===== src/rtl/cache_mem_arbiter.sv =====
// N-channel line-fill arbiter in front of a single-ported main memory.
// One burst of BEATS words per grant, fixed-priority or round-robin selection.
module cache_mem_arbiter #(
    parameter int NUM_CH  = 2,
    parameter int ADDR_W  = 16,
    parameter int BEATS   = 4,
    parameter int RR_MODE = 0,
    localparam int BEAT_W = (BEATS > 1) ? $clog2(BEATS) : 1
) (
    input  logic                     clk,
    input  logic                     rst,
    input  logic [NUM_CH-1:0]        req,
    input  logic [NUM_CH*ADDR_W-1:0] addr,
    input  logic                     mem_ready,
    output logic [NUM_CH-1:0]        grant,
    output logic [NUM_CH-1:0]        stall,
    output logic [NUM_CH-1:0]        done,
    output logic                     mem_request,
    output logic [ADDR_W-1:0]        mem_address_out,
    output logic [BEAT_W-1:0]        mem_beat
);

    localparam int CH_W = $clog2(NUM_CH);
    localparam logic [0:0] IDLE = 1'b0;
    localparam logic [0:0] BUSY = 1'b1;
    localparam logic [ADDR_W-1:0] LINE_MASK = ~ADDR_W'(BEATS - 1);
    localparam logic [BEAT_W-1:0] LAST_BEAT = BEAT_W'(BEATS - 1);

    logic [0:0]        state_reg;
    logic [NUM_CH-1:0] grant_reg;
    logic [NUM_CH-1:0] done_reg;
    logic              mem_request_reg;
    logic [ADDR_W-1:0] base_reg;
    logic [ADDR_W-1:0] addr_out_reg;
    logic [BEAT_W-1:0] beat_reg;
    logic [CH_W-1:0]   last_reg;

    logic [ADDR_W-1:0] addr_ch [NUM_CH];
    logic              win_found;
    logic [CH_W-1:0]   win_idx;
    logic [CH_W-1:0]   cand_idx;
    logic [ADDR_W-1:0] win_base;
    logic [BEAT_W-1:0] beat_next;

    generate
        for (genvar gi = 0; gi < NUM_CH; gi++) begin : g_addr_split
            assign addr_ch[gi] = addr[gi*ADDR_W +: ADDR_W];
        end
    endgenerate

    // Scan starts at channel 0 (fixed) or just past the previous winner (round-robin).
    always_comb begin
        win_found = 1'b0;
        win_idx   = '0;
        cand_idx  = '0;
        for (int k = 0; k < NUM_CH; k++) begin
            if (RR_MODE != 0) begin
                cand_idx = CH_W'((int'(last_reg) + 1 + k) % NUM_CH);
            end else begin
                cand_idx = CH_W'(k);
            end
            if (!win_found && req[cand_idx]) begin
                win_found = 1'b1;
                win_idx   = cand_idx;
            end
        end
    end

    assign win_base  = addr_ch[win_idx] & LINE_MASK;
    assign beat_next = beat_reg + BEAT_W'(1);

    always_ff @(posedge clk or posedge rst) begin
        if (rst) begin
            state_reg       <= IDLE;
            grant_reg       <= '0;
            done_reg        <= '0;
            mem_request_reg <= 1'b0;
            base_reg        <= '0;
            addr_out_reg    <= '0;
            beat_reg        <= '0;
            last_reg        <= CH_W'(NUM_CH - 1);
        end else begin
            done_reg <= '0;
            case (state_reg)
                IDLE: begin
                    if (win_found) begin
                        state_reg       <= BUSY;
                        grant_reg       <= NUM_CH'(1) << win_idx;
                        mem_request_reg <= 1'b1;
                        base_reg        <= win_base;
                        addr_out_reg    <= win_base;
                        beat_reg        <= '0;
                        last_reg        <= win_idx;
                    end
                end
                default: begin
                    if (mem_ready) begin
                        if (beat_reg == LAST_BEAT) begin
                            state_reg       <= IDLE;
                            grant_reg       <= '0;
                            mem_request_reg <= 1'b0;
                            beat_reg        <= '0;
                            done_reg        <= grant_reg;
                        end else begin
                            // Offset only fills the cleared low bits, so no carry into the tag.
                            beat_reg     <= beat_next;
                            addr_out_reg <= base_reg | ADDR_W'(beat_next);
                        end
                    end
                end
            endcase
        end
    end

    assign grant           = grant_reg;
    assign done            = done_reg;
    assign mem_request     = mem_request_reg;
    assign mem_address_out = addr_out_reg;
    assign mem_beat        = beat_reg;
    assign stall           = (state_reg == BUSY) ? (req & ~grant_reg) : '0;

endmodule


===== config.mk =====
export PLATFORM = sky130hd
export DESIGN_NAME = cache_mem_arbiter
export DESIGN_NICKNAME = d
export VERILOG_FILES = /design/src/rtl/cache_mem_arbiter.sv
export SDC_FILE = /design/constraint.sdc
export NUM_CORES = 1
export LEC_CHECK = 0
export BUFFER_PORTS_ARGS = -buffer_cell sky130_fd_sc_hd__clkbuf_2
export CORE_MARGIN = 2
export CORE_UTILIZATION = 25
export CTS_BUF_LIST = sky130_fd_sc_hd__clkbuf_2
export DETAILED_ROUTE_END_ITERATION = 10
export SLEW_MARGIN = 20
export SYNTH_ARGS = -nofsm -noshare
export SYNTH_HDL_FRONTEND = slang
export SYNTH_SLANG_ARGS = --single-unit

===== constraint.sdc =====
create_clock -name clk -period 2.3 [get_ports clk]
set_input_delay 0.115 -clock clk [delete_from_list [all_inputs] [get_ports clk]]
set_output_delay 0.115 -clock clk [all_outputs]
set_load 0.01 [all_outputs]

## Word level (Yosys, flattened, before mapping)

Index checks and enable logic that the tools add are counted.

| cells by class | value |
|---|---|
| equal/unequal tests | 4 |
| multiplexer cells | 30 |
| reductions and logical operators | 7 |
| order comparisons | 1 |
| bitwise logic cells | 5 |
| add/subtract/negate cells | 1 |
| shifts and indexed selects | 1 |

Operators with widths:

| kind | number |
|---|---|
| 2-to-1 mux 16 bit | 7 |
| 2-to-1 mux 2 bit | 12 |
| bitwise OR 16 x 2 -> 16 bit | 1 |
| 2-to-1 mux 1 bit | 11 |
| AND reduction 3 bit | 2 |
| inequality test 2 bit, second input constant | 2 |
| AND reduction 2 bit | 2 |
| adder 2 x 1 -> 2 bit, second input constant | 1 |
| bitwise AND 2 bit | 1 |
| equality test 2 bit, second input constant | 1 |
| >= comparator 2 bit, second input constant | 1 |
| inequality test 2 x 1 -> 1 bit, second input constant | 1 |
| NOT 1 -> 2 bit | 1 |
| NOT 2 bit | 1 |
| nonzero test 2 bit | 1 |
| << shifter 1 x 1 -> 2 bit, first input constant | 1 |
| logical AND 1 bit | 1 |
| logical NOT 1 bit | 1 |
| NOT 1 bit | 1 |

| word-level totals | value |
|---|---|
| input port bits | 37 |
| logic and storage cells | 56 |
| register bits | 38 |
| output and inout bits | 25 |

## Depth between registers and ports, before layout

Gate-level depths: netlist of the first run.

| depth | value |
|---|---|
| depth after elaboration | 10 |
| depth in mapped cells | 6 |
| gate-level depth less buffers | 4 |

## Least setup slack after synthesis of the first run

Ideal clock, no wire load.

| path | value |
|---|---|
| kind | reg-to-reg |
| start point | register beat_reg[0] (netlist: mem_beat[0]) |
| end point | register addr_out_reg[14] (netlist: mem_address_out[14]) |
| arrival | 1.579 ns |
| path buffers | 2 |
| data required time | 2.205 ns |
| slack | 0.626 ns |
| period minus slack after synthesis | 1.674 ns |
| library setup time | 0.095 ns |
| cell stages (with the launch flop) | 7 |
| cell sequence | dfrtp_1 ha_1 nand3b_2 and2_4 buf_6 buf_6 o31ai_1 |

| on the way | value |
|---|---|
| longest elaborated chain between the ends | 3 |

Ends and longest elaborated chain:

| element | RTL line | text |
|---|---|---|
| start: declaration | 35 | `logic [BEAT_W-1:0] beat_reg;` |
| start signal: assignment | 106 | `beat_reg <= beat_next;` |
| equality test 2 bit | 98 | `if (beat_reg == LAST_BEAT) begin` |
| inequality test 2 bit (no source line) | -- |  |
| AND reduction 3 bit (no source line) | -- |  |
| end signal: assignment | 91 | `addr_out_reg <= win_base;` |
| end signal: assignment | 107 | `addr_out_reg <= base_reg \| ADDR_W'(beat_next);` |
| end: declaration | 34 | `logic [ADDR_W-1:0] addr_out_reg;` |

No other way between the ends.
A chain may end at the register's enable or synchronous reset.

## Worst setup path after layout of the first run

| path | value |
|---|---|
| start point | register beat_reg[0] (netlist: mem_beat[0]) |
| end point | register addr_out_reg[11] (netlist: mem_address_out[11]) |

The elaborated chain is that of the path after synthesis.

==> results.cfg, run 1 <==
[clock_tree]
cts_buffers = 5
cts-htree-levels = 2
post_cts_resized = 0
clock_latency_ps = 370
clk_path_buf_depth = 2
cts_tree = yes
cts_root_buf = clkbuf_2
clkSinkCount = 38
clk_pin_slew_ps = 210

[synth]
yosysTopAreaCellShare_pct = 47.6
ys_top_cells_by_area = dfrtp_1 48%, a211oi_1 10%, and3b_1 6.1%
yosysTopAreaCell = dfrtp_1
yosysMostFrequentCell = dfrtp_1
yosysWarningCount = 0
ys_top_cells_by_count = 38 x dfrtp_1, 27 x a211oi_1, 20 x nand3_1
async_flop_share_pct = 100
ys_seq_area_share_pct = 47.6
synth_nets = 245
synth_ff_type = dfrtp_1
synthDistinctLibCells = 27
ys_ff_latch = 38
synth_area_um2 = 2000
synth_edf_count = 0
synthCells = 206
syn_avg_cell_area_um2 = 9.70

[routing]
postRouteAntennaNets = 0
drc = 0
vias = 1749
dr.pass1.iters = 4
avgRoutedWirePerCell_um = 14.1
vias_per_cell = 4.69
routed_wl_mm = 5.25
drtIter0Drc = 65

[worst_setup_path]
critPathKind = reg -> reg
required_ps = 2590
critPathMaxFanout = 16
cp-start-kind = flip-flop
arrival_ps = 2110
worst_setup_path_end_kind = flip-flop

[grt]
grt_max_degree = 36
grt_overflow_total = 0
grt_pass1_vias = 1769
grt_pass1_wl_mm = 8.84
grtUsageTotal_pct = 12.9
antenna_found_initial = 0

[placement]
dp_hpwl_mm = 3.63
gp_congestion = 0.765
io_buffers = 57
pre_cts_slack_ps = 476

[sta]
timing.final.ws_setup_ps = 478
rsz0062_at_grt = false
period_share_pct = 79.2
slew_headroom_pct = 45.5
maxSlewViolCount = 0
fin_skew_ps = 24.1
worst_pin_slew_ps = 815
timing.fmax_mhz = 549
min_period_ps = 1820
hold_viol = 0
setup_viol = 0
setup_tns_ps = 0

[floorplanning]
dieArea_um2 = 8720
rows = 32
core_um2 = 7730
initial_core_util_pct = 25.9
fp.dieW_um = 93.4
num_io_pins = 62
die_h_um = 93.4

[final_layout]
regArea_um2 = 951
syn_to_final_growth_pct = 27.6
n_antenna_cell = 0
drive_gt1_share_pct = 29.5
largest_register_ffs = 16
num-nets-final = 309
finish.utilization_pct = 33.0
multi_input_area_um2 = 893
fillCellCount = 810

[run]
maxCapViolCount = 0

[hold_path]
min_path_type = in -> reg

[status]
status = finished clean

[power_and_ir_drop]
p_per_area_nw_per_um2 = 1080
leakage_nw = 1.27
peakVddDrop_mv = 0.399
## layout make-up
type                    count  share of cell area [%]
clock buffers               7                    1.37
repair buffers             76                    17.8
well taps                 102                    5.00
inverters                  16                    2.36
flip-flops and latches     38                    37.3
clock inverters             1                    1.18
multi-input cells         133                    35.0
## metal layers
| metal | vias to the layer above | wire (µm) | global-route usage (%) |
|---|---|---|---|
| met2 | 50 | 2490 | 20.4 |
| met4 | 0 | 14 | 2.57 |
| met1 | 833 | 2470 | 18.0 |
| li1 | 864 | - | - |
| met3 | 2 | 268 | 2.98 |
| met5 | - | 0 | 0 |
## kinds of logic after synthesis
family / share of synthesized area [%]
compound gates: 22.5
fa+ha+maj: 1.25
buf+inv: 8.27
flops: 47.6
simple gates: 20.4
## critical path, cell delays in order, from the launching register on
cell and delay [ps]:
dfrtp_1 500, ha_1 270, nand3b_2 370, and2_4 330, o31ai_1 280
## cells in the final DEF, fill, tap and decap left out
| cell | n |
|---|---|
| a211oi_1 | 27 |
| a211oi_2 | 1 |
| a21o_1 | 1 |
| a21oi_1 | 14 |
| a22o_1 | 1 |
| and2_4 | 1 |
| and3b_1 | 14 |
| buf_4 | 9 |
| bufinv_16 | 1 |
| clkbuf_2 | 64 |
| clkinv_1 | 1 |
| dfrtp_1 | 38 |
| dlygate4sd3_1 | 10 |
| ha_1 | 2 |
| inv_1 | 15 |
| nand2_1 | 9 |
| nand2b_1 | 2 |
| nand3_1 | 20 |
| nand3b_2 | 1 |
| nor2_1 | 6 |
| nor2b_1 | 14 |
| nor3b_1 | 1 |
| o21ai_0 | 2 |
| o21bai_4 | 1 |
| o31a_1 | 1 |
| o31ai_1 | 13 |
| o31ai_2 | 2 |
## path summary, 6_finish.rpt
kind                                     from                   to  slack (ps)  depth (start not counted)
max                               mem_beat[0]  mem_address_out[11]         480                          4
min                                   addr[2]          base_reg[2]          20                          3
max reg2reg                       mem_beat[0]  mem_address_out[11]         480                          4
min reg2reg                mem_address_out[0]   mem_address_out[0]         510                          1
max in group asynchronous                 rst   mem_address_out[6]        1340                          4
min in group asynchronous                 rst          mem_request         260                          3
## timing repair
action                                 CTS  global route
buffers inserted                         0             0
endpoints found under the hold margin   24             3
hold buffers                             7             3
## through the flow
stage / total power, mW / cell area (µm²) / hold slack [ps] / instances
after floorplan: 1.96 / 2000 / 253 / 206
after global placement: 2.33 / 2380 / 148 / 355
after detailed placement: 2.37 / 2380 / 166 / 355
after CTS: 2.81 / 2520 / 0.419 / 370
after global routing: 3.03 / 2550 / 1.59 / 373
final: 2.76 / 2550 / 23.8 / 373
## power breakdown
part           total [mW]  internal [mW]  switching [mW]  leakage, nW
logic                1.17          0.525           0.649        0.779
registers            1.16          0.979           0.185        0.444
clock network       0.422          0.194           0.228       0.0432
total                2.76           1.70            1.06         1.27
Power figures use the tool's default switching activity.
==> run 2, diff against run 1 <==
clock period = 1.85 ns   (was 2.3 ns; I/O delays follow)
==> run 2 against run 1 <==
Compared with the run above: clock power decreased by 13%; critical endpoint is now mem_address_out[8]; utilization increased by 0.50 points; cell count increased by 1.9%; maximum frequency increased by 13%; sequential share of layout area decreased by 0.56 points; register-to-register slack got worse by 240 ps; critical path type unchanged; first-iteration DRC count increased by 12%; clock-buffer cell count decreased by 1.
==> results.cfg, run 2 (synthesis gave the netlist of run 1 again) <==
[status]
status = finished clean

[placement]
postPlaceCellArea_um2 = 2400
pre_cts_slack_ps = 274
io_buffers = 57
dp_hpwl_mm = 3.73
gp_congestion = 0.768
dp.cells = 357

[grt]
grt_max_degree = 28
grt_overflow_total = 0
grt_pass1_vias = 1698
grtUsageTotal_pct = 12.7
antenna_found_initial = 0
grt_pass1_wl_mm = 8.65

[final_layout]
mostFrequentLayoutCells = 63 x clkbuf_2, 38 x dfrtp_1, 27 x a211oi_1
n_antenna_cell = 0
fin_area_um2 = 2590
syn_to_final_growth_pct = 29.6
largest_register_ffs = 16
final_common_cell = clkbuf_2
instances_no_fill = 380
finish.utilization_pct = 33.5
num-nets-final = 316
drive_gt1_share_pct = 29.5

[clock_tree]
cts_root_buf = clkbuf_2
cts_buffers = 5
clk_pin_slew_ps = 190
clk_path_buf_depth = 2
clock_latency_ps = 390
post_cts_resized = 0
cts_tree = yes
clkSinkCount = 38
post-cts-setup-buffers = 0
cts-htree-levels = 2

[sta]
timing.fmax_mhz = 622
min_period_ps = 1610
maxSlewViolCount = 0
worst_pin_slew_ps = 547
timing.final.ws_setup_ps = 241
fin_skew_ps = 11.1
rsz0062_at_grt = false
setup_viol = 0
hold_viol = 0
slew_headroom_pct = 63.5
period_share_pct = 87.0
setup_tns_ps = 0
hold_slack_ps = 5.20

[worst_setup_path]
arrival_ps = 1910
crit_slowest_cell = dfrtp_1
rr_startpoint = mem_beat[0]
slowest_delay_ps = 480
critPathKind = reg -> reg
r2r_cells = 4
cp-start-kind = flip-flop
critPathTopFamily = flip-flops
cp.buffers_inverters = 0
required_ps = 2150
critPathMaxFanout = 16
worst_setup_path_end_kind = flip-flop
timing.rr.end = mem_address_out[8]
path_cells = ha_1 -> nand3b_2 -> and2_4 -> o31ai_1
rrSetupSlack_ps = 240

[routing]
postRouteAntennaNets = 0
drtIter0Drc = 73
drc = 0
vias = 1753
vias_per_cell = 4.61
avgRoutedWirePerCell_um = 13.8
routed_wl_mm = 5.24
dr.pass1.iters = 4

[power_and_ir_drop]
power_mw = 3.30
p_per_area_nw_per_um2 = 1280
power_frac_clock_pct = 11.1
p_comb_share_pct = 44.9
p_switching_mw = 1.32
peakVddDrop_mv = 0.453
p_int_mw = 1.98
switching_share_pct = 39.9
seqPwrFrac_pct = 44.0
leakage_nw = 1.29

[hold_path]
holdPathEnd = base_reg[2]
worstHoldPathCells = 3
worstHoldStart = addr[2]
min_path_type = in -> reg

[floorplanning]
core_um2 = 7730
num_io_pins = 62
dieArea_um2 = 8720
die_h_um = 93.4
initial_core_util_pct = 25.9
rows = 32
fp.dieW_um = 93.4

[run]
maxCapViolCount = 0
[run 2: cell types whose count changed in the layout (fill, tap and decap cells not counted)]
| cell | delta |
|---|---|
| buf_4 | +2 |
| dlygate4sd3_1 | +5 |
| clkbuf_2 | -1 |
| bufinv_16 | -1 |
| clkinv_2 | +1 |
| inv_2 | +1 |
[run 2: final cells by class]
| cell class | count | area (µm²) |
|---|---|---|
| clock buffer | 6 | 30.0 |
| clock inverter | 2 | 8.76 |
| fill | 825 | 5140 |
| inverter | 16 | 60.1 |
| multi-input combinational | 133 | 893 |
| sequential | 38 | 951 |
| tap | 102 | 128 |
| timing repair buffer | 83 | 518 |
[run 2: tightest hold or removal path, delay by kind of cell]
kind,cells,cell delay (ps)
compound gates,2,180
buf+inv,1,90
[run 2: power by group through the flow]
| stage | registers [mW] | logic [mW] | clock network, mW |
|---|---|---|---|
| after global routing | 1.51 | 1.66 | 0.436 |
| after global placement | 1.46 | 1.46 | 0 |
| after floorplan | 1.54 | 0.897 | 0 |
| after CTS | 1.46 | 1.51 | 0.387 |
| final | 1.45 | 1.48 | 0.367 |
| after detailed placement | 1.48 | 1.49 | 0 |
[run 2: how the worst max path moves through the flow]
stage / startpoint / endpoint / slack, ps / cells past startpoint
after floorplan: mem_beat[0] / mem_address_out[14] / 180 / 6
after global placement: mem_beat[0] / mem_address_out[8] / 360 / 4
after detailed placement: mem_beat[0] / mem_address_out[8] / 270 / 4
after CTS: mem_beat[0] / mem_address_out[8] / 220 / 4
after global routing: mem_beat[0] / mem_address_out[5] / 120 / 4
final: mem_beat[0] / mem_address_out[8] / 240 / 4
[run 2: repair_timing]
item,in CTS,in global routing
hold buffers,14,1
endpoints found under the hold margin,37,1
setup endpoints to repair,0,0
[run 2: routing by layer]
layer | GRT usage, % | wire, µm
met5 | 0 | 0
met4 | 4.04 | 64
met2 | 20.3 | 2470
met3 | 2.90 | 218
met1 | 17.0 | 2490
